`src/rtl/imm_pkg.sv`:
```
// Shared immediate-format definitions for the RV32I immediate packer and sign extender.
package imm_pkg;

  typedef logic [2:0] imm_src_t;

  // ImmSrc encodings, shared with sign_ext
  localparam imm_src_t IMM_I = 3'b000;
  localparam imm_src_t IMM_S = 3'b001;
  localparam imm_src_t IMM_B = 3'b010;
  localparam imm_src_t IMM_J = 3'b011;
  localparam imm_src_t IMM_U = 3'b100;

  // Instruction bits occupied by the immediate in each format
  localparam logic [31:0] IMM_FIELD_MASK_I = 32'hFFF0_0000;
  localparam logic [31:0] IMM_FIELD_MASK_S = 32'hFE00_0F80;
  localparam logic [31:0] IMM_FIELD_MASK_B = 32'hFE00_0F80;
  localparam logic [31:0] IMM_FIELD_MASK_J = 32'hFFFF_F000;
  localparam logic [31:0] IMM_FIELD_MASK_U = 32'hFFFF_F000;

  // Illegal formats own no bits, so the base passes through untouched
  function automatic logic [31:0] imm_field_mask(input imm_src_t src);
    case (src)
      IMM_I:   return IMM_FIELD_MASK_I;
      IMM_S:   return IMM_FIELD_MASK_S;
      IMM_B:   return IMM_FIELD_MASK_B;
      IMM_J:   return IMM_FIELD_MASK_J;
      IMM_U:   return IMM_FIELD_MASK_U;
      default: return 32'h0000_0000;
    endcase
  endfunction

endpackage

```
`src/rtl/imm_packer_if.sv`:
```
// Valid/ready stream bundle for imm_packer: input beats and packed output beats.
interface imm_packer_if;
  logic        in_valid;
  logic        in_ready;
  logic [31:0] in_base;
  logic [31:0] in_imm;
  logic [2:0]  in_imm_src;
  logic        out_valid;
  logic        out_ready;
  logic [31:0] out_instr;
  logic        out_err;

  // Producer of input beats and consumer of output beats
  modport master (
    output in_valid, in_base, in_imm, in_imm_src, out_ready,
    input  in_ready, out_valid, out_instr, out_err
  );

  // The packer itself
  modport slave (
    input  in_valid, in_base, in_imm, in_imm_src, out_ready,
    output in_ready, out_valid, out_instr, out_err
  );
endinterface

```
`src/rtl/imm_pack_comb.sv`:
```
// Combinational immediate packer: clears the format's immediate bits in base and inserts imm.
// With IMM_RANGE_CHECK_EN defined, also flags non-representable immediates / illegal ImmSrc.
module imm_pack_comb
  import imm_pkg::*;
(
  input  logic [31:0] base,
  input  logic [31:0] imm,
  input  imm_src_t    src,
  output logic [31:0] instr
`ifdef IMM_RANGE_CHECK_EN
  ,
  output logic        err
`endif
);

  logic [31:0] field;

  // Scatter the immediate into its RV32I instruction positions
  always_comb begin
    field = '0;
    case (src)
      IMM_I:   field = {imm[11:0], 20'b0};
      IMM_S:   field = {imm[11:5], 13'b0, imm[4:0], 7'b0};
      IMM_B:   field = {imm[12], imm[10:5], 13'b0, imm[4:1], imm[11], 7'b0};
      IMM_J:   field = {imm[20], imm[10:1], imm[11], imm[19:12], 12'b0};
      IMM_U:   field = {imm[31:12], 12'b0};
      default: field = '0;
    endcase
    instr = (base & ~imm_field_mask(src)) | field;
  end

`ifdef IMM_RANGE_CHECK_EN
  // Immediate is representable when every bit above the field is a copy of the sign bit
  always_comb begin
    err = 1'b1;
    case (src)
      IMM_I, IMM_S: err = !(&imm[31:11] || ~|imm[31:11]);
      IMM_B:        err = !((&imm[31:12] || ~|imm[31:12]) && !imm[0]);
      IMM_J:        err = !((&imm[31:20] || ~|imm[31:20]) && !imm[0]);
      IMM_U:        err = |imm[11:0];
      default:      err = 1'b1;
    endcase
  end
`endif

endmodule

```
`src/rtl/imm_packer.sv`:
```
// Buffered immediate packer: packs each accepted beat and queues it in a DEPTH-entry FIFO.
// Optional macro IMM_RANGE_CHECK_EN adds per-entry range-error flags and a saturating
// error counter; without it out_err and err_cnt are constant zero.
module imm_packer
  import imm_pkg::*;
#(
  parameter int unsigned DEPTH = 2,
  parameter int unsigned CNT_W = 8
) (
  input  logic             clk,
  input  logic             rst,
  imm_packer_if.slave      bus,
  output logic [CNT_W-1:0] err_cnt
);

  localparam int unsigned   PTR_W    = $clog2(DEPTH);
  localparam logic [PTR_W:0] FULL_CNT = (PTR_W + 1)'(DEPTH);

  logic [31:0]      pack_instr;
  logic             push;
  logic             pop;
  logic [31:0]      instr_q [DEPTH];
  logic [PTR_W-1:0] wr_ptr_q;
  logic [PTR_W-1:0] rd_ptr_q;
  logic [PTR_W:0]   count_q;

`ifdef IMM_RANGE_CHECK_EN
  logic             pack_err;
  logic             err_q [DEPTH];
  logic [CNT_W-1:0] err_cnt_q;
`endif

  imm_pack_comb u_pack (
    .base  (bus.in_base),
    .imm   (bus.in_imm),
    .src   (bus.in_imm_src),
    .instr (pack_instr)
`ifdef IMM_RANGE_CHECK_EN
    ,
    .err   (pack_err)
`endif
  );

  // in_ready depends only on registered occupancy, never on out_ready
  assign bus.in_ready  = (count_q != FULL_CNT);
  assign bus.out_valid = (count_q != '0);
  assign push          = bus.in_valid && bus.in_ready;
  assign pop           = bus.out_valid && bus.out_ready;
  assign bus.out_instr = instr_q[rd_ptr_q];

  // FIFO storage, pointers (wrap at power-of-two DEPTH) and occupancy
  always_ff @(posedge clk) begin
    if (rst) begin
      wr_ptr_q <= '0;
      rd_ptr_q <= '0;
      count_q  <= '0;
      for (int unsigned i = 0; i < DEPTH; i++) begin
        instr_q[i] <= '0;
      end
    end else begin
      if (push) begin
        instr_q[wr_ptr_q] <= pack_instr;
        wr_ptr_q          <= wr_ptr_q + PTR_W'(1);
      end
      if (pop) begin
        rd_ptr_q <= rd_ptr_q + PTR_W'(1);
      end
      case ({push, pop})
        2'b10:   count_q <= count_q + (PTR_W + 1)'(1);
        2'b01:   count_q <= count_q - (PTR_W + 1)'(1);
        default: count_q <= count_q;
      endcase
    end
  end

`ifdef IMM_RANGE_CHECK_EN
  // Per-entry error flag and accept-time saturating error count
  always_ff @(posedge clk) begin
    if (rst) begin
      err_cnt_q <= '0;
      for (int unsigned i = 0; i < DEPTH; i++) begin
        err_q[i] <= 1'b0;
      end
    end else begin
      if (push) begin
        err_q[wr_ptr_q] <= pack_err;
      end
      if (push && pack_err && (err_cnt_q != '1)) begin
        err_cnt_q <= err_cnt_q + CNT_W'(1);
      end
    end
  end

  assign bus.out_err = err_q[rd_ptr_q];
  assign err_cnt     = err_cnt_q;
`else
  assign bus.out_err = 1'b0;
  assign err_cnt     = '0;
`endif

endmodule

```
`src/flat_wrapper.sv`:
```
// flat-port wrapper written by rule: the top's interface ports become plain ports
module imm_packer_flat import imm_pkg::*;
#(
  parameter int unsigned DEPTH = 2,
  parameter int unsigned CNT_W = 8
)
  (clk, rst, err_cnt, bus_in_valid, bus_in_base, bus_in_imm, bus_in_imm_src, bus_out_ready, bus_in_ready, bus_out_valid, bus_out_instr, bus_out_err);
  imm_packer_if bus_i ();
  input  logic clk;
  input  logic rst;
  output logic [CNT_W-1:0] err_cnt;
  input wire logic [$bits(bus_i.in_valid)-1:0] bus_in_valid;
  input wire logic [$bits(bus_i.in_base)-1:0] bus_in_base;
  input wire logic [$bits(bus_i.in_imm)-1:0] bus_in_imm;
  input wire logic [$bits(bus_i.in_imm_src)-1:0] bus_in_imm_src;
  input wire logic [$bits(bus_i.out_ready)-1:0] bus_out_ready;
  output wire logic [$bits(bus_i.in_ready)-1:0] bus_in_ready;
  output wire logic [$bits(bus_i.out_valid)-1:0] bus_out_valid;
  output wire logic [$bits(bus_i.out_instr)-1:0] bus_out_instr;
  output wire logic [$bits(bus_i.out_err)-1:0] bus_out_err;
  assign bus_i.in_valid = bus_in_valid;
  assign bus_i.in_base = bus_in_base;
  assign bus_i.in_imm = bus_in_imm;
  assign bus_i.in_imm_src = bus_in_imm_src;
  assign bus_i.out_ready = bus_out_ready;
  assign bus_in_ready = bus_i.in_ready;
  assign bus_out_valid = bus_i.out_valid;
  assign bus_out_instr = bus_i.out_instr;
  assign bus_out_err = bus_i.out_err;
  imm_packer #(.DEPTH(DEPTH), .CNT_W(CNT_W)) u_core (.clk(clk), .rst(rst), .bus(bus_i), .err_cnt(err_cnt));
endmodule
```
`config.mk`:
```
export PLATFORM = sky130hd
export DESIGN_NAME = imm_packer_flat
export DESIGN_NICKNAME = d
export VERILOG_FILES = /design/src/rtl/imm_pkg.sv /design/src/rtl/imm_packer_if.sv /design/src/rtl/imm_pack_comb.sv /design/src/rtl/imm_packer.sv /design/src/flat_wrapper.sv
export SDC_FILE = /design/constraint.sdc
export NUM_CORES = 1
export LEC_CHECK = 0
export ABC_AREA = 1
export CAP_MARGIN = 5
export CORE_MARGIN = 3
export CORE_UTILIZATION = 48
export DETAILED_ROUTE_END_ITERATION = 10
export PLACE_DENSITY = 0.81
export SYNTH_ARGS = -nofsm -noshare
export SYNTH_HDL_FRONTEND = slang
export SYNTH_HIERARCHICAL = 1
export SYNTH_SLANG_ARGS = --single-unit
```
`constraint.sdc`:
```
create_clock -name clk -period 2.6 [get_ports clk]
set_input_delay 0.52 -clock clk [delete_from_list [all_inputs] [get_ports clk]]
set_output_delay 0.52 -clock clk [all_outputs]
set_load 0.02 [all_outputs]
```
After elaboration in Yosys (flattened, before gate mapping)
Memories as Yosys holds them, arrays and structs flattened. A register that Yosys moved wholly into a read port is not among the register bits.
Index checks and enable logic that the tools add are counted.
{"block": "classes", "reduce_logical": 8, "n_eq_ne": 7, "mul": 0, "muxes": 13, "bitwise_logic": 3, "n_shift": 0, "div": 0, "add_sub_neg": 4, "order_cmp": 0}
{"operator": "32-bit one-hot mux with 5 select lines", "n": 1}
{"operator": "32-bit one-hot mux with 3 select lines", "n": 1}
{"operator": "32-bit bitwise AND", "n": 1}
{"operator": "32-bit two-way mux", "n": 1}
{"operator": "32-bit inverter", "n": 1}
{"operator": "32-bit OR", "n": 1}
{"operator": "32-bit OR reduction", "n": 1}
{"operator": "1-bit two-way mux", "n": 9}
{"operator": "3-bit by 2-bit equality test with 1-bit output, second input constant", "n": 2}
{"operator": "2-bit one-hot mux with 2 select lines", "n": 1}
{"operator": "2-bit nonzero test", "n": 2}
{"operator": "2-bit OR reduction", "n": 2}
{"operator": "3-bit by 1-bit equality test with 1-bit output, second input constant", "n": 1}
{"operator": "3-bit equality test, second input constant", "n": 1}
{"operator": "3-bit logical NOT", "n": 1}
{"operator": "1-bit adder, second input constant", "n": 2}
{"operator": "2-bit by 1-bit adder with 2-bit output, second input constant", "n": 1}
{"operator": "2-bit by 1-bit equality test with 1-bit output, second input constant", "n": 1}
{"operator": "2-bit equality test, second input constant", "n": 1}
{"operator": "1-bit logical AND", "n": 2}
{"operator": "2-bit inequality test, second input constant", "n": 1}
{"operator": "2-bit by 1-bit subtractor with 2-bit output, second input constant", "n": 1}
{"block": "word_totals", "ramBits": 64, "rom_bits": 0, "wordCells": 39, "memories": 1, "latchBits": 0, "ff_bits": 4, "output_inout_bits": 43, "input_bits": 71}
{"name": "u_core.instr_q", "words": 2, "width": 32, "read_ports": 1, "rd_clocked_by_memory_dff": 1, "wr": 2, "line_no": "imm_packer.sv:22", "source": "logic [31:0] instr_q [DEPTH];"}

Longest topological paths before layout
Gate-level depths: netlist of the first run.
{"block": "logic_depth", "ltp_word": 7, "depth_mapped": 10, "depth_no_buf": 10}

Modules after synthesis
The synthesis of the first run kept the hierarchy.
{"module": "imm_packer", "area_per_inst_um2": 3365.7, "cells_each": 252, "instances": 1, "seq_area_each_um2": 2021.9}
{"module": "imm_pack_comb", "area_per_inst_um2": 624.3, "cells_each": 135, "instances": 1, "seq_area_each_um2": 0.0}

Worst setup path before layout of the first run
No wires, ideal clock.
{"block": "synth_path", "kind": "register to register", "startpoint": "register u_core.count_q[0]", "endpoint": "memory u_core.instr_q[0][0] (enable)", "arrival_ps": 1642, "slack_ps": 568, "setup_ps": 389, "stages_incl_launch_ff": 8, "required_time_ps": 2211, "n_path_buf": 1, "synth_period_minus_slack_ps": 2032, "path_cell_list": "dfxtp_1 > inv_2 > nand2_4 > nand2_4 > nor2_8 > nand2_8 > buf_12 > nand2_1"}
{"element": "from (decl)", "line_no": "imm_packer.sv:25", "source": "logic [PTR_W:0] count_q;"}
{"element": "from (signal assigned)", "line_no": "imm_packer.sv:69", "source": "2'b10: count_q <= count_q + (PTR_W + 1)'(1);"}
{"element": "from (signal assigned)", "line_no": "imm_packer.sv:70", "source": "2'b01: count_q <= count_q - (PTR_W + 1)'(1);"}
{"element": "from (signal assigned)", "line_no": "imm_packer.sv:71", "source": "default: count_q <= count_q;"}
{"element": "to (decl)", "line_no": "imm_packer.sv:22"}

==> results of run 1 <==
registers in the layout (all words and copies together), names as in the netlist, named ones only:
| register | cells |
|---|---|
| u_core/instr_q | 64 |
| u_core/count_q | 2 |
| u_core/rd_ptr_q | 1 |
| u_core/wr_ptr_q | 1 |
synthesized netlist by cell type:
library cell	count
nand3_2	1
nand3_4	1
edfxtp_1	64
o21ai_0	6
mux2_2	30
buf_12	3
nand4_1	5
nor2_4	27
nor2_1	53
nand3_1	18
inv_1	47
nand2_4	3
ha_1	1
mux2_1	2
nand2_1	70
o22ai_1	3
conb_1	1
buf_2	1
a21oi_1	1
nor2_2	13
clkbuf_8	1
nand2_8	1
nor2_8	1
inv_4	1
inv_2	4
dfxtp_1	5
buf_6	4
clkbuf_1	1
buf_4	19
metrics by stage:
| stage | power (mW) | util [%] | instance area (sq um) | hold slack [ns] | instances |
|---|---|---|---|---|---|
| after global routing | 3.55 | 66.1 | 5220 | 0.543 | 597 |
| after detailed placement | 2.50 | 63.5 | 5010 | 0.495 | 581 |
| after floorplan | 2.11 | - | 4020 | 0.465 | 395 |
| after global placement | 2.48 | 63.5 | 5010 | 0.476 | 581 |
| after CTS | 3.42 | 66.1 | 5220 | 0.506 | 597 |
| final | 3.39 | 66.1 | 5220 | 0.506 | 597 |
power by group:
part / switching (mW) / leakage (nW) / total, mW / internal (mW)
logic: 0.576 / 1.38 / 1.08 / 0.507
clock network: 0.382 / 0.0986 / 0.917 / 0.534
registers: 0.0432 / 0.711 / 1.39 / 1.35
total: 1.00 / 2.19 / 3.39 / 2.39
cell families after synthesis:
| kind of cell | synth area share [%] |
|---|---|
| muxes | 9.03 |
| buffers and inverters | 11.7 |
| adders and majority gates | 0.314 |
| AOI/OAI and AO/OA | 1.35 |
| DFF | 50.7 |
| and+or+nand+nor | 26.8 |
| other | 0.0940 |
how the worst min path moves through the flow:
| stage | endpoint | slack [ns] | cells after the start |
|---|---|---|---|
| floorplan | register | 0.46 | 2 |
| global placement | u_core/rd_ptr_q | 0.48 | 2 |
| detailed placement | u_core/rd_ptr_q | 0.50 | 2 |
| CTS | register | 0.51 | 2 |
| global route | register | 0.54 | 2 |
| finish | register | 0.51 | 2 |
layout make-up:
class / count / area share, %
multi-input cells: 245 / 29.3
clock inverters: 5 / 1.44
clock buffers: 11 / 2.52
well taps: 102 / 2.45
flip-flops and latches: 69 / 38.8
inverters: 52 / 3.79
repair buffers: 113 / 21.7
worst max-delay path, delay by kind of cell, from the launching register on:
kind	cells	cell delay, ns
flip-flops	1	0.36
buffers and inverters	2	0.80
multiplexers	1	0.35
routing by layer:
layer	part of all wire (%)	routed length [um]	global-route usage, %	vias up
met5	0	0	0	-
met4	1.4	119	6.26	0
met3	6.9	592	5.03	11
met2	51	4420	33.0	100
met1	41	3500	22.8	1352
li1	-	-	-	1428
==> summary.md, run 1 <==
| Metric | Value |
|---|---|
| Yosys reg bits | 69 |
| Hpwl dp | 6280 um |
| Clk_skew | 0.00659 ns |
| Slowest stage delay, CP | 0.57 ns |
| Total track usage | 19.0% |
| Commonest cells after routing, fill and taps aside | 104 x clkdlybuf4s50_1, 70 x nand2_1, 64 x edfxtp_1 |
| Worst min path class | register to register |
| CTS tree | built |
| Via/cell ratio | 4.84 |
| Area of the die | 9440 sq um |
| Mapped Area | roughly 4000 sq um |
| Area Overhead vs Synth | 30.8% |
| Initial antenna violation count | 0 |
| Post-synthesis sequential area ratio | 50.7% |
| Post-synth top area share | 48.2% |
| Peak VDD IR | approximately 370 uV |
| Largest net degree at the start of global routing | 34 |
| R2R setup slack | 0.97 ns |
| Max Clk Rate | roughly 420 MHz |
| Row count | 32 |
| CORE AREA | between 7000 and 8000 sq um |
| Fin crit share | 91.2% |
| Hold_sp | u_core/rd_ptr_q |
| Layout Nets | 562 |
| Final hold vios | 0 |
| Yosys warnings | 6 |
| CP Class | register to primary output |
| Crit path to | bus_out_instr[8] |
| Vias | 2891 |
| Most common cell after layout, fill and taps aside | clkdlybuf4s50_1 |
| CP max FO | 32 |
| Final setup fails | 0 |
| Minimum clock period | 2.37 ns |
| CTS hold repair buffers | 0 |
| Routed wire length | 8630 um |
| DRT Pass-1 Iters | 4 |
| Flip-flop and latch area | 2020 sq um |
| Die X | 97.2 um |
| Root buffer cell | clkbuf_8 |
| CP max-delay cell | clkdlybuf4s50_1 |
| Post-CTS Repair Setup Buffers | 0 |
| Congestion Overflow GR | 0 |
| Routed len/inst | ~14 um |
| Drt drc | 0 |
| Post-place setup slack | 0.271 ns |
| Fill cell count | between 600 and 700 |
| Crit path required time | 2.08 ns |
| Leak Pwr | 2.19 nW |
| Die Height | 97.2 um |
| Layout cell share with drive strength beyond 1 | roughly a fifth |
| Antenna cell count | 0 |
| Launching element type of the critical path | register |
| Post-route ant nets | 0 |
| Initial Util | 50.6% |
| Worst setup margin | 0.229 ns |
| Clock transition at path regs | 0.07 ns |
| Multi-input logic area | 1530 sq um |
| Number of global-route vias before repair | 2943 |
| Routability cong. | approximately 0.86 |
| Num CTS Buffers | 9 |
| Port bufs | 104 |
| PD cells | 650 nW/um^2 |
| Post-Syn Area per Cell | just over 10 sq um |
| First-pass GRT wire length | 14100 um |
| Status | finished, final reports clean |
| RSZ-0062 raised after global routing | false |
| CP endpoint kind | primary output |
| Count of cell types in the netlist | 29 |
| Cells after synthesis | ~390 |
| Reg-to-Reg End | u_core/instr_q[1][18] |
| Max cap viols | 0 |
| Max clock buf depth | 2 |
| Starting DRT DRC Count | 124 |
| Slew Limit Fails | 0 |
| H-tree depth | 3 |
| Num ports | ~110 |
| Cells on worst reg2reg path | 7 |
| Clock insertion delay at the later pin of the skew report | 0.34 ns |
| Clock Sink Count | a little under 70 |
| CP Cell Sequence | buf_12 > mux2_2 > clkdlybuf4s50_1 |
| Fin Setup TNS | 0 ns |
| # resized after CTS | 0 |
| RR Startpoint | u_core/count_q[0] |
| Yosys top cell by area | edfxtp_1 |
| WP data arrival | approximately 1.9 ns |
| Synth top area cells | edfxtp_1 48%, mux2_2 8.5%, nor2_4 7.6%, nand2_1 6.6%, nor2_1 5.0% |
(Power assumes the default switching activity.)
==> run 2, diff against run 1 <==
- SLEW_MARGIN: default -> 20
==> results of run 2 <==
Same layout as run 1: the final DEF is identical, and so are final timing and power.
